File: src/rtl/ppf_axis_ch_serializer_pkg.sv
// rtl/ppf_axis_ch_serializer_pkg.sv - shared constants and types for the PPF channel serializer
package ppf_pkg;
   localparam int CH_NUM     = 8;
   localparam int CH_IDX_W   = 3;
   localparam int PPF_DATA_W = 64;

   localparam logic [CH_IDX_W-1:0] LAST_IDX = CH_IDX_W'(CH_NUM - 1);

   typedef logic signed [PPF_DATA_W-1:0] ch_data_t;
   typedef ch_data_t frame_t [CH_NUM];

   typedef enum logic {
      IDLE = 1'b0,
      SEND = 1'b1
   } ser_state_t;
endpackage

File: src/rtl/ppf_axis_ch_serializer_if.sv
// rtl/ppf_axis_ch_serializer_if.sv - AXI-Stream master bundle carrying one channel sample per beat
interface ppf_axis_ch_serializer_if #(
   parameter int DATA_WIDTH = 64
);
   logic [DATA_WIDTH-1:0]        M_TDATA;
   logic                         M_TVALID;
   logic                         M_TREADY;
   logic                         M_TLAST;
   logic [ppf_pkg::CH_IDX_W-1:0] M_TUSER;

   modport master (output M_TDATA, output M_TVALID, output M_TLAST, output M_TUSER, input M_TREADY);
   modport slave  (input M_TDATA, input M_TVALID, input M_TLAST, input M_TUSER, output M_TREADY);
endinterface

File: src/rtl/ppf_axis_ch_serializer_frame_buf.sv
// rtl/ppf_axis_ch_serializer_frame_buf.sv - two-slot frame store with write/read pointers and fill count
module ppf_frame_buf
   import ppf_pkg::*;
#(
   parameter int DATA_WIDTH = 64
) (
   input  logic                         clk_i,
   input  logic                         rst_i,
   input  logic                         push_i,
   input  logic                         pop_i,
   input  logic signed [DATA_WIDTH-1:0] wr_data_i [CH_NUM],
   input  logic                         rd_slot_i,
   input  logic [CH_IDX_W-1:0]          rd_idx_i,
   output logic signed [DATA_WIDTH-1:0] rd_data_o,
   output logic                         rd_ptr_o,
   output logic [1:0]                   fill_o,
   output logic                         full_o,
   output logic                         empty_o
);
   logic signed [DATA_WIDTH-1:0] mem_q [2][CH_NUM];
   logic                         wr_ptr_q, wr_ptr_d;
   logic                         rd_ptr_q, rd_ptr_d;
   logic [1:0]                   fill_q, fill_d;

   always_comb begin
      wr_ptr_d = wr_ptr_q;
      rd_ptr_d = rd_ptr_q;
      fill_d   = fill_q;
      if (push_i) wr_ptr_d = ~wr_ptr_q;
      if (pop_i)  rd_ptr_d = ~rd_ptr_q;
      if (push_i && !pop_i)      fill_d = fill_q + 2'd1;
      else if (pop_i && !push_i) fill_d = fill_q - 2'd1;
   end

   always_ff @(posedge clk_i or posedge rst_i) begin
      if (rst_i) begin
         wr_ptr_q <= 1'b0;
         rd_ptr_q <= 1'b0;
         fill_q   <= 2'd0;
      end else begin
         wr_ptr_q <= wr_ptr_d;
         rd_ptr_q <= rd_ptr_d;
         fill_q   <= fill_d;
      end
   end

   // Sample storage needs no reset: a slot is only read after it has been written.
   always_ff @(posedge clk_i) begin
      if (push_i) begin
         for (int c = 0; c < CH_NUM; c++) begin
            mem_q[wr_ptr_q][c] <= wr_data_i[c];
         end
      end
   end

   assign rd_data_o = mem_q[rd_slot_i][rd_idx_i];
   assign rd_ptr_o  = rd_ptr_q;
   assign fill_o    = fill_q;
   assign full_o    = (fill_q == 2'd2);
   assign empty_o   = (fill_q == 2'd0);
endmodule

File: src/rtl/ppf_axis_ch_serializer.sv
// rtl/ppf_axis_ch_serializer.sv - serializes 8 PPF channel outputs per frame onto one AXI-Stream master
// Optional dropped-frame counter port ovf_cnt_o enabled by macro PPF_SER_OVF_CNT_EN.
module ppf_axis_ch_serializer
   import ppf_pkg::*;
#(
   parameter int DATA_WIDTH    = 64,
   parameter int OVF_CNT_WIDTH = 16
) (
   input  logic                         ACLK,
   input  logic                         ARESET,
   input  logic                         frame_valid_i,
   input  logic signed [DATA_WIDTH-1:0] channel0_data_i,
   input  logic signed [DATA_WIDTH-1:0] channel1_data_i,
   input  logic signed [DATA_WIDTH-1:0] channel2_data_i,
   input  logic signed [DATA_WIDTH-1:0] channel3_data_i,
   input  logic signed [DATA_WIDTH-1:0] channel4_data_i,
   input  logic signed [DATA_WIDTH-1:0] channel5_data_i,
   input  logic signed [DATA_WIDTH-1:0] channel6_data_i,
   input  logic signed [DATA_WIDTH-1:0] channel7_data_i,
   ppf_axis_ch_serializer_if.master     m_axis,
   output logic                         overflow_o,
   output logic                         busy_o
`ifdef PPF_SER_OVF_CNT_EN
   ,
   output logic [OVF_CNT_WIDTH-1:0]     ovf_cnt_o
`endif
);
   if (OVF_CNT_WIDTH < 1) begin : g_bad_ovf_w
      $error("OVF_CNT_WIDTH must be at least 1");
   end

   logic signed [DATA_WIDTH-1:0] ch_in [CH_NUM];
   assign ch_in[0] = channel0_data_i;
   assign ch_in[1] = channel1_data_i;
   assign ch_in[2] = channel2_data_i;
   assign ch_in[3] = channel3_data_i;
   assign ch_in[4] = channel4_data_i;
   assign ch_in[5] = channel5_data_i;
   assign ch_in[6] = channel6_data_i;
   assign ch_in[7] = channel7_data_i;

   ser_state_t                   state_q, state_d;
   logic [CH_IDX_W-1:0]          idx_q, idx_d;
   logic                         tvalid_q, tvalid_d;
   logic                         tlast_q, tlast_d;
   logic signed [DATA_WIDTH-1:0] tdata_q, tdata_d;
   logic                         ovf_q;

   logic                         rd_slot;
   logic [CH_IDX_W-1:0]          rd_idx;
   logic signed [DATA_WIDTH-1:0] rd_data;
   logic                         rd_ptr;
   logic [1:0]                   fill;
   logic                         full, empty;
   logic                         hs, pop, push, drop;

   assign hs   = tvalid_q & m_axis.M_TREADY;
   assign pop  = hs & tlast_q;
   assign push = frame_valid_i & (~full | pop);
   assign drop = frame_valid_i & full & ~pop;

   ppf_frame_buf #(.DATA_WIDTH(DATA_WIDTH)) u_buf (
      .clk_i     (ACLK),
      .rst_i     (ARESET),
      .push_i    (push),
      .pop_i     (pop),
      .wr_data_i (ch_in),
      .rd_slot_i (rd_slot),
      .rd_idx_i  (rd_idx),
      .rd_data_o (rd_data),
      .rd_ptr_o  (rd_ptr),
      .fill_o    (fill),
      .full_o    (full),
      .empty_o   (empty)
   );

   always_comb begin
      state_d  = state_q;
      idx_d    = idx_q;
      tvalid_d = tvalid_q;
      tdata_d  = tdata_q;
      tlast_d  = tlast_q;
      rd_slot  = rd_ptr;
      rd_idx   = idx_q;
      unique case (state_q)
         IDLE: begin
            if (!empty) begin
               state_d  = SEND;
               idx_d    = '0;
               rd_idx   = '0;
               tvalid_d = 1'b1;
               tdata_d  = rd_data;
               tlast_d  = 1'b0;
            end
         end
         SEND: begin
            if (hs) begin
               if (idx_q != LAST_IDX) begin
                  idx_d   = idx_q + CH_IDX_W'(1);
                  rd_idx  = idx_d;
                  tdata_d = rd_data;
                  tlast_d = (idx_d == LAST_IDX);
               end else begin
                  idx_d   = '0;
                  rd_slot = ~rd_ptr;
                  rd_idx  = '0;
                  tlast_d = 1'b0;
                  if (full || push) begin
                     // A frame landing in the idle slot this very cycle is not in storage yet.
                     tdata_d = (push && !full) ? ch_in[0] : rd_data;
                  end else begin
                     state_d  = IDLE;
                     tvalid_d = 1'b0;
                     tdata_d  = '0;
                  end
               end
            end
         end
         default: ;
      endcase
   end

   always_ff @(posedge ACLK or posedge ARESET) begin
      if (ARESET) begin
         state_q  <= IDLE;
         idx_q    <= '0;
         tvalid_q <= 1'b0;
         tdata_q  <= '0;
         tlast_q  <= 1'b0;
         ovf_q    <= 1'b0;
      end else begin
         state_q  <= state_d;
         idx_q    <= idx_d;
         tvalid_q <= tvalid_d;
         tdata_q  <= tdata_d;
         tlast_q  <= tlast_d;
         ovf_q    <= drop;
      end
   end

`ifdef PPF_SER_OVF_CNT_EN
   logic [OVF_CNT_WIDTH-1:0] cnt_q;

   always_ff @(posedge ACLK or posedge ARESET) begin
      if (ARESET) begin
         cnt_q <= '0;
      end else if (drop && (cnt_q != '1)) begin
         cnt_q <= cnt_q + OVF_CNT_WIDTH'(1);
      end
   end

   assign ovf_cnt_o = cnt_q;
`else
`endif

   assign m_axis.M_TDATA  = tdata_q;
   assign m_axis.M_TVALID = tvalid_q;
   assign m_axis.M_TLAST  = tlast_q;
   assign m_axis.M_TUSER  = idx_q;
   assign overflow_o      = ovf_q;
   assign busy_o          = (fill != 2'd0);
endmodule
File: src/flat_wrapper.sv
// flat-port wrapper written by rule: the top's interface ports become plain ports
module ppf_axis_ch_serializer_flat import ppf_pkg::*;
#(
   parameter int DATA_WIDTH    = 64,
   parameter int OVF_CNT_WIDTH = 16
)
  (ACLK, ARESET, frame_valid_i, channel0_data_i, channel1_data_i, channel2_data_i, channel3_data_i, channel4_data_i, channel5_data_i, channel6_data_i, channel7_data_i, overflow_o, busy_o, m_axis_M_TDATA, m_axis_M_TVALID, m_axis_M_TLAST, m_axis_M_TUSER, m_axis_M_TREADY);
  ppf_axis_ch_serializer_if #(.DATA_WIDTH(DATA_WIDTH)) m_axis_i ();
  input  logic ACLK;
  input  logic ARESET;
  input  logic frame_valid_i;
  input  logic signed [DATA_WIDTH-1:0] channel0_data_i;
  input  logic signed [DATA_WIDTH-1:0] channel1_data_i;
  input  logic signed [DATA_WIDTH-1:0] channel2_data_i;
  input  logic signed [DATA_WIDTH-1:0] channel3_data_i;
  input  logic signed [DATA_WIDTH-1:0] channel4_data_i;
  input  logic signed [DATA_WIDTH-1:0] channel5_data_i;
  input  logic signed [DATA_WIDTH-1:0] channel6_data_i;
  input  logic signed [DATA_WIDTH-1:0] channel7_data_i;
  output logic overflow_o;
  output logic busy_o;
  output wire logic [$bits(m_axis_i.M_TDATA)-1:0] m_axis_M_TDATA;
  output wire logic [$bits(m_axis_i.M_TVALID)-1:0] m_axis_M_TVALID;
  output wire logic [$bits(m_axis_i.M_TLAST)-1:0] m_axis_M_TLAST;
  output wire logic [$bits(m_axis_i.M_TUSER)-1:0] m_axis_M_TUSER;
  input wire logic [$bits(m_axis_i.M_TREADY)-1:0] m_axis_M_TREADY;
  assign m_axis_M_TDATA = m_axis_i.M_TDATA;
  assign m_axis_M_TVALID = m_axis_i.M_TVALID;
  assign m_axis_M_TLAST = m_axis_i.M_TLAST;
  assign m_axis_M_TUSER = m_axis_i.M_TUSER;
  assign m_axis_i.M_TREADY = m_axis_M_TREADY;
  ppf_axis_ch_serializer #(.DATA_WIDTH(DATA_WIDTH), .OVF_CNT_WIDTH(OVF_CNT_WIDTH)) u_core (.ACLK(ACLK), .ARESET(ARESET), .frame_valid_i(frame_valid_i), .channel0_data_i(channel0_data_i), .channel1_data_i(channel1_data_i), .channel2_data_i(channel2_data_i), .channel3_data_i(channel3_data_i), .channel4_data_i(channel4_data_i), .channel5_data_i(channel5_data_i), .channel6_data_i(channel6_data_i), .channel7_data_i(channel7_data_i), .m_axis(m_axis_i), .overflow_o(overflow_o), .busy_o(busy_o));
endmodule
File: config.mk
export PLATFORM = sky130hd
export DESIGN_NAME = ppf_axis_ch_serializer_flat
export DESIGN_NICKNAME = d
export VERILOG_FILES = /design/src/rtl/ppf_axis_ch_serializer_pkg.sv /design/src/rtl/ppf_axis_ch_serializer_if.sv /design/src/rtl/ppf_axis_ch_serializer_frame_buf.sv /design/src/rtl/ppf_axis_ch_serializer.sv /design/src/flat_wrapper.sv
export SDC_FILE = /design/constraint.sdc
export NUM_CORES = 1
export LEC_CHECK = 0
export ABC_AREA = 1
export ABC_CLOCK_PERIOD_IN_PS = 55700
export CAP_MARGIN = 10
export CORE_MARGIN = 4
export CORE_UTILIZATION = 50
export CTS_BUF_LIST = sky130_fd_sc_hd__clkbuf_4
export DETAILED_ROUTE_END_ITERATION = 10
export MAX_ROUTING_LAYER = met4
export PLACE_DENSITY = 0.73
export RECOVER_POWER = 25
export SLEW_MARGIN = 20
export SYNTH_ARGS = -nofsm -noshare
export SYNTH_HDL_FRONTEND = slang
export SYNTH_SLANG_ARGS = --single-unit
export TNS_END_PERCENT = 100
File: constraint.sdc
create_clock -name ACLK -period 55.7 [get_ports ACLK]
set_clock_uncertainty 0.1 [all_clocks]
set_input_delay 5.57 -clock ACLK [delete_from_list [all_inputs] [get_ports ACLK]]
set_output_delay 5.57 -clock ACLK [all_outputs]
set_load 0.005 [all_outputs]
Yosys cells after proc, flatten, opt, wreduce, memory -nomap -nowiden
Memories as Yosys holds them, arrays and structs flattened.
Index checks and enable logic that the tools add are counted.

operators by class
  add/sub/neg operators = 3
  magnitude comparators = 1
  equality and inequality tests = 7
  multiplexer cells = 34
  bitwise operators = 12
  reductions and logical operators = 12

operators by type and width
  kind                                                       count
  two-way mux 64 bit                                         7
  binary-select mux 64 bit (select 3 bit)                    1
  case mux 64 bit (2 select lines)                           1
  two-way mux 1 bit                                          16
  two-way mux 3 bit                                          3
  != test 2 bit (second input constant)                      4
  case mux 1 bit (2 select lines)                            3
  case mux 3 bit (2 select lines)                            1
  bitwise AND 1 bit                                          5
  inverter 1 bit                                             5
  greater-or-equal comparator 4 bit (second input constant)  1
  two-way mux 2 bit                                          2
  inverter 3 -> 4 bit                                        1
  AND reduction 4 bit                                        1
  nonzero test 2 bit                                         2
  adder 3 x 1 -> 3 bit (second input constant)               1
  equality test 3 bit (second input constant)                1
  logical AND 1 bit                                          3
  logical NOT 1 bit                                          3
  != test 3 bit (second input constant)                      1
  adder 2 x 1 -> 2 bit (second input constant)               1
  equality test 2 bit (second input constant)                1
  logical NOT 2 bit                                          1
  AND reduction 2 bit                                        1
  other kinds (3)                                            3

word-level totals
  register bits = 75
  memory bits (writable) = 1024
  input port bits = 516
  output and inout port bits = 71
  memories = 1

memories
  name                words  bits a word  rd ports  clocked after Yosys merged registers in  wr ports  RTL line                                RTL
  u_core.u_buf.mem_q  2      512          1         0                                        1         ppf_axis_ch_serializer_frame_buf.sv:20  logic signed [DATA_WIDTH-1:0] mem_q [2][CH_NUM];

Logic depth before layout (Yosys ltp)
  word-level depth = 13
  gate-level depth with buffers = 16
  mapped depth without buffers = 14

Hierarchy
Synthesis repeated with hierarchy kept, for this count alone.

unflattened totals
  cell total of the unflattened synthesis = 4675
  area, all modules = 47777.1 um^2

by module, submodules not included
  module                  times used  cells each  area each (um^2)  seq. area each (um^2)
  ppf_frame_buf           1           4140        44029.7           30849.6
  ppf_axis_ch_serializer  1           535         3747.3            1776.7

Worst setup path before layout
OpenSTA, ideal clock, no wires.

  kind = input to register
  start point = input frame_valid_i
  end point = memory u_core.u_buf.mem_q[1][0] in the netlist's numbering (enable)
  setup time = 1.401 ns
  arrival time = 27.380 ns
  data required time = 54.199 ns
  setup slack = 26.819 ns
  stages on the path = 4
  path buffers = 2
  cell sequence = clkbuf_1 > clkbuf_1 > nand2_1 > nor2_1

on the way
  word-level cells in the longest chain between the ends = 3

RTL lines
  what                                     RTL line                                RTL
  start, declared                          flat_wrapper.sv:11                      input logic frame_valid_i;
  bitwise AND 1 bit                        ppf_axis_ch_serializer.sv:59            assign push = frame_valid_i & (~full | pop);
  two-way mux 1 bit                        ppf_axis_ch_serializer_frame_buf.sv:49  if (push_i) begin
  two-way mux 1 bit (not written as such)  ppf_axis_ch_serializer_frame_buf.sv:51  mem_q[wr_ptr_q][c] <= wr_data_i[c];
  end, declared                            ppf_axis_ch_serializer_frame_buf.sv:20

Every way passes these cells.

Worst setup path in the final report
  start point = input m_axis_M_TREADY
  end point = register u_core.tdata_q[14], in the netlist u_core.m_axis.M_TDATA[14]

on the way
  word-level cells in the longest chain between the ends = 12
  elaborated cells between the ends (all ways) = 23
  classes of those cells = eq/ne (1); mux (13); bitwise (5); reduce/logical (3); memory (1)

RTL lines
  what                                                                         RTL line                                RTL
  start, declared                                                              flat_wrapper.sv:26                      input wire logic [$bits(m_axis_i.M_TREADY)-1:0] m_axis_M_TREADY;
  bitwise AND 1 bit *                                                          ppf_axis_ch_serializer.sv:57            assign hs = tvalid_q & m_axis.M_TREADY;
  two-way mux 1 bit / two-way mux 3 bit (equally long branches)                ppf_axis_ch_serializer.sv:97            if (hs) begin
  two-way mux 1 bit / case mux 3 bit (2 select lines) (equally long branches)  ppf_axis_ch_serializer.sv:85            unique case (state_q)
  memory (2 x 512 bit) / inverter 3 -> 4 bit (equally long branches)           -
  binary-select mux 64 bit (select 3 bit)                                      ppf_axis_ch_serializer_frame_buf.sv:56  assign rd_data_o = mem_q[rd_slot_i][rd_idx_i];
  two-way mux 64 bit (not written as such) (2 in series)                       ppf_axis_ch_serializer_frame_buf.sv:56
  two-way mux 64 bit                                                           ppf_axis_ch_serializer.sv:110           tdata_d = (push && !full) ? ch_in[0] : rd_data;
  two-way mux 64 bit                                                           ppf_axis_ch_serializer.sv:108           if (full || push) begin
  two-way mux 64 bit                                                           ppf_axis_ch_serializer.sv:98            if (idx_q != LAST_IDX) begin
  two-way mux 64 bit                                                           ppf_axis_ch_serializer.sv:97
  case mux 64 bit (2 select lines)                                             ppf_axis_ch_serializer.sv:85
  end signal, assigned                                                         ppf_axis_ch_serializer.sv:135           tdata_q <= tdata_d;
  end, declared                                                                ppf_axis_ch_serializer.sv:46            logic signed [DATA_WIDTH-1:0] tdata_q, tdata_d;

Mark *: on every way between the ends. The rest lies on a longest branch, timed or not. The select of a mux whose other input is x is not followed.
A chain may end at the register's enable or synchronous reset.

==> impl_metrics.yaml <==
status:
  outcome: "finished, final reports clean"
sta:
  relSlewSlack_pct: 22.7
  fmax_ghz: 0.101
  drv_slew: 0
  hold_viol_final: 0
  grt_setup_unrepaired: "no"
  fin_crit_ps: 9930
  fin_ws_ps: 45770
  tns_ps: 0
  fin_crit_sh_pct: 17.8
  holdWs_ps: 377
  setup_viol: 0
  worstMarginPinSlew_ps: 1160
synth:
  synth_area_sq_um: 45000
  synth.mux.area_fraction_pct: 0
  synth_top_family_by_area: "simple AND/OR/NAND/NOR gates"
  yosys.cell_types.count: 21
  synth.avg_cell_area_sq_um: 11.8
  ys_seq_area_share_pct: 72.6
  synth_seq_cells: 1099
  synth_nets: 4331
  synthSimpleGateAreaFrac_pct: 23.0
  yosysWarnings: 0
  synth-xor-area-share_pct: 0.0584
  synth-adder-area-share_pct: 0.111
  synth_compound_area_share_pct: 0.860
  synth_cells: 3811
drt:
  vias: 34400
  drt_wl_total_microns: 145000
  drt_iter0_drc: 5203
  wl_per_cell_microns: 24.5
  postRouteAntennaNets: 0
  routed_via_density: 5.83
  drc_errors: 0
  dr.pass1.iters: 7
final_layout:
  register_area_sq_um: 32600
  fin_nets: 4973
  layout_common_cells: "1,440 x nand3_1, 1,024 x edfxtp_1, 776 x nand2_1"
  final_common_cell: "nand3_1"
  fillCellCount: 6901
  fin_area_sq_um: 55300
  drive_above_1_share_pct: 11.2
  multiInputGateArea_sq_um: 10900
  area_growth_pct: 23.1
cts:
  htreeDepth: 5
  numClockSinks: 1099
  clk_latency_ps: 1150
  cts_tree: "done"
  post_cts_buffers: 0
  path_clk_slew_ps: 60
  cts-root-buf: "clkbuf_4"
  post_cts_resized: 0
  cts_buffer_depth: 4
  cts_hold_buf: 0
  cts_buffers: 303
critical_path:
  cpMostUsedCell: "nand3_1"
  crit_arrival_ps: 10830
  critPathBufInv: 5
  slowest_stage: "buf_4"
  criticalPathCategory: "input port to flop"
  end_kind: "flop"
  cp-start-kind: "input port"
  crit_chain: "clkdlybuf4s50_1 > nand2_1 > o21ai_4 > buf_4 > buf_4 > buf_4 > buf_4 > nand3_1 > nand3_1 > nand3_1 > nand3_1 > nand3_1 > a21oi_1"
  cp_top_family: "buffers and inverters"
  cp.required_ps: 56600
  cp_max_fo: 85
  cpPeakStageDelay_ps: 880
global_route:
  grt_pass1_vias: 32700
  antenna_found_initial: 95
  grt_max_degree: 182
  overflow: 0
  grtUsageTotal_pct: 30.4
  grt_first_pass_wirelength_microns: 207000
floorplanning:
  die_h_microns: 308
  rows: 109
  io_pins: 587
  coreArea_sq_um: 88800
  dieWidth_microns: 308
  fp.dieArea_sq_um: 94800
  start_util_pct: 50.6
place:
  place_area_sq_um: 51500
  io_buffers: 586
  dpl.hpwl_microns: 87900
  place_congestion: 0.908
  place_ws_ps: 44490
run:
  cap_viol_max_count: 0
power_and_ir_drop:
  p_leak_nw: 20.7
  power.density_nw_per_um2: 56.4
  ir_drop_v: 0.0000464
  p_total_mw: 3.12
worst_hold_path:
  min-delay-path-class: "flop to flop"
worst register-to-register path, delay by kind of cell (launching register included):
kind | cells | cell delay (ps)
buffers and inverters | 4 | 3220
AOI/OAI and AO/OA | 2 | 400
DFF | 1 | 470
adders and majority gates | 2 | 410
and+or+nand+nor | 6 | 1120
worst paths after layout:
kind	slack (ps)	depth (start not counted)	to	from
worst min-delay path	380	2	u_core.m_axis.M_TDATA[22]	u_core.m_axis.M_TDATA[22]
worst max register to register	49850	14	u_core.m_axis.M_TDATA[14]	u_core.m_axis.M_TUSER[0]
max in group asynchronous	49470	3	u_core.m_axis.M_TDATA[17]	ARESET
worst max-delay path	45770	13	u_core.m_axis.M_TDATA[14]	m_axis_M_TREADY
worst min register to register	380	2	u_core.m_axis.M_TDATA[22]	u_core.m_axis.M_TDATA[22]
min in group asynchronous	4760	2	u_core.m_axis.M_TDATA[31]	ARESET
stage by stage:
step,instances,util (%)
after CTS,5813,62.1
after global routing,5891,62.3
after detailed placement,5311,58.0
after floorplan,3811,-
final,5897,62.3
after global placement,5310,58.0
kinds of logic after synthesis:
group,count (synthesis)
AO/OA/AOI/OAI,75
XOR/XNOR,3
adder cells (fa/ha/maj),4
buffers and inverters,356
flip-flops,1099
AND/OR/NAND/NOR,2274
cell type report:
type	count	share of cell area, %
flip-flops and latches	1099	59.0
repair buffers	632	11.4
diodes	82	0.371
clock inverters	61	0.495
well taps	1165	2.63
inverters	61	0.427
clock buffers	441	5.98
multi-input cells	2356	19.7
synthesized netlist by cell type:
cell type  count  area, sq um
a21oi_1       68          340
buf_1         43          161
buf_2        141          706
clkbuf_1     111          417
dfrtp_1       75         1880
edfxtp_1    1024        30700
ha_1           4         50.1
inv_1         58          218
inv_2          3         11.3
nand2_1      778         2920
nand2_2        2         12.5
nand3_1     1440         7210
nand3b_1       3         22.5
nand4_1        1         6.26
nor2_1        48          180
nor2_2         2         12.5
o21ai_0        5         25.0
o21ai_1        1         5.00
o21ai_4        1         16.3
xnor2_1        1         8.76
xor2_1         2         17.5
report_power, final:
group	switching, mW	internal (mW)	total, mW
logic	0.869	0.361	1.23
registers	0.0628	1.14	1.20
clock network	0.324	0.365	0.689
sequential cells by signal, summed over array words and instances, names as in the netlist:
name / cells
u_core.m_axis.M_TDATA: 64
u_core.u_buf.fill_o: 2
u_core.u_buf.mem_q: 1024
u_core.m_axis.M_TVALID: 1
u_core.m_axis.M_TLAST: 1
u_core.m_axis.M_TUSER: 3
u_core.overflow_o: 1
u_core.state_q: 1
u_core.u_buf.rd_ptr_o: 1
u_core.u_buf.wr_ptr_q: 1
metal layers:
layer  global-route usage [%]  wire length [microns]  vias up  share of wire, %
met5                        -                      0        -                 0
met4                     15.5                   5520        0               3.8
met3                     8.93                  17100      302                12
met2                     42.7                  66200     2321                46
met1                     40.6                  55800    16400                39
li1                         -                      -    15300                 -
No activity file was read; power rests on OpenSTA's default activity.
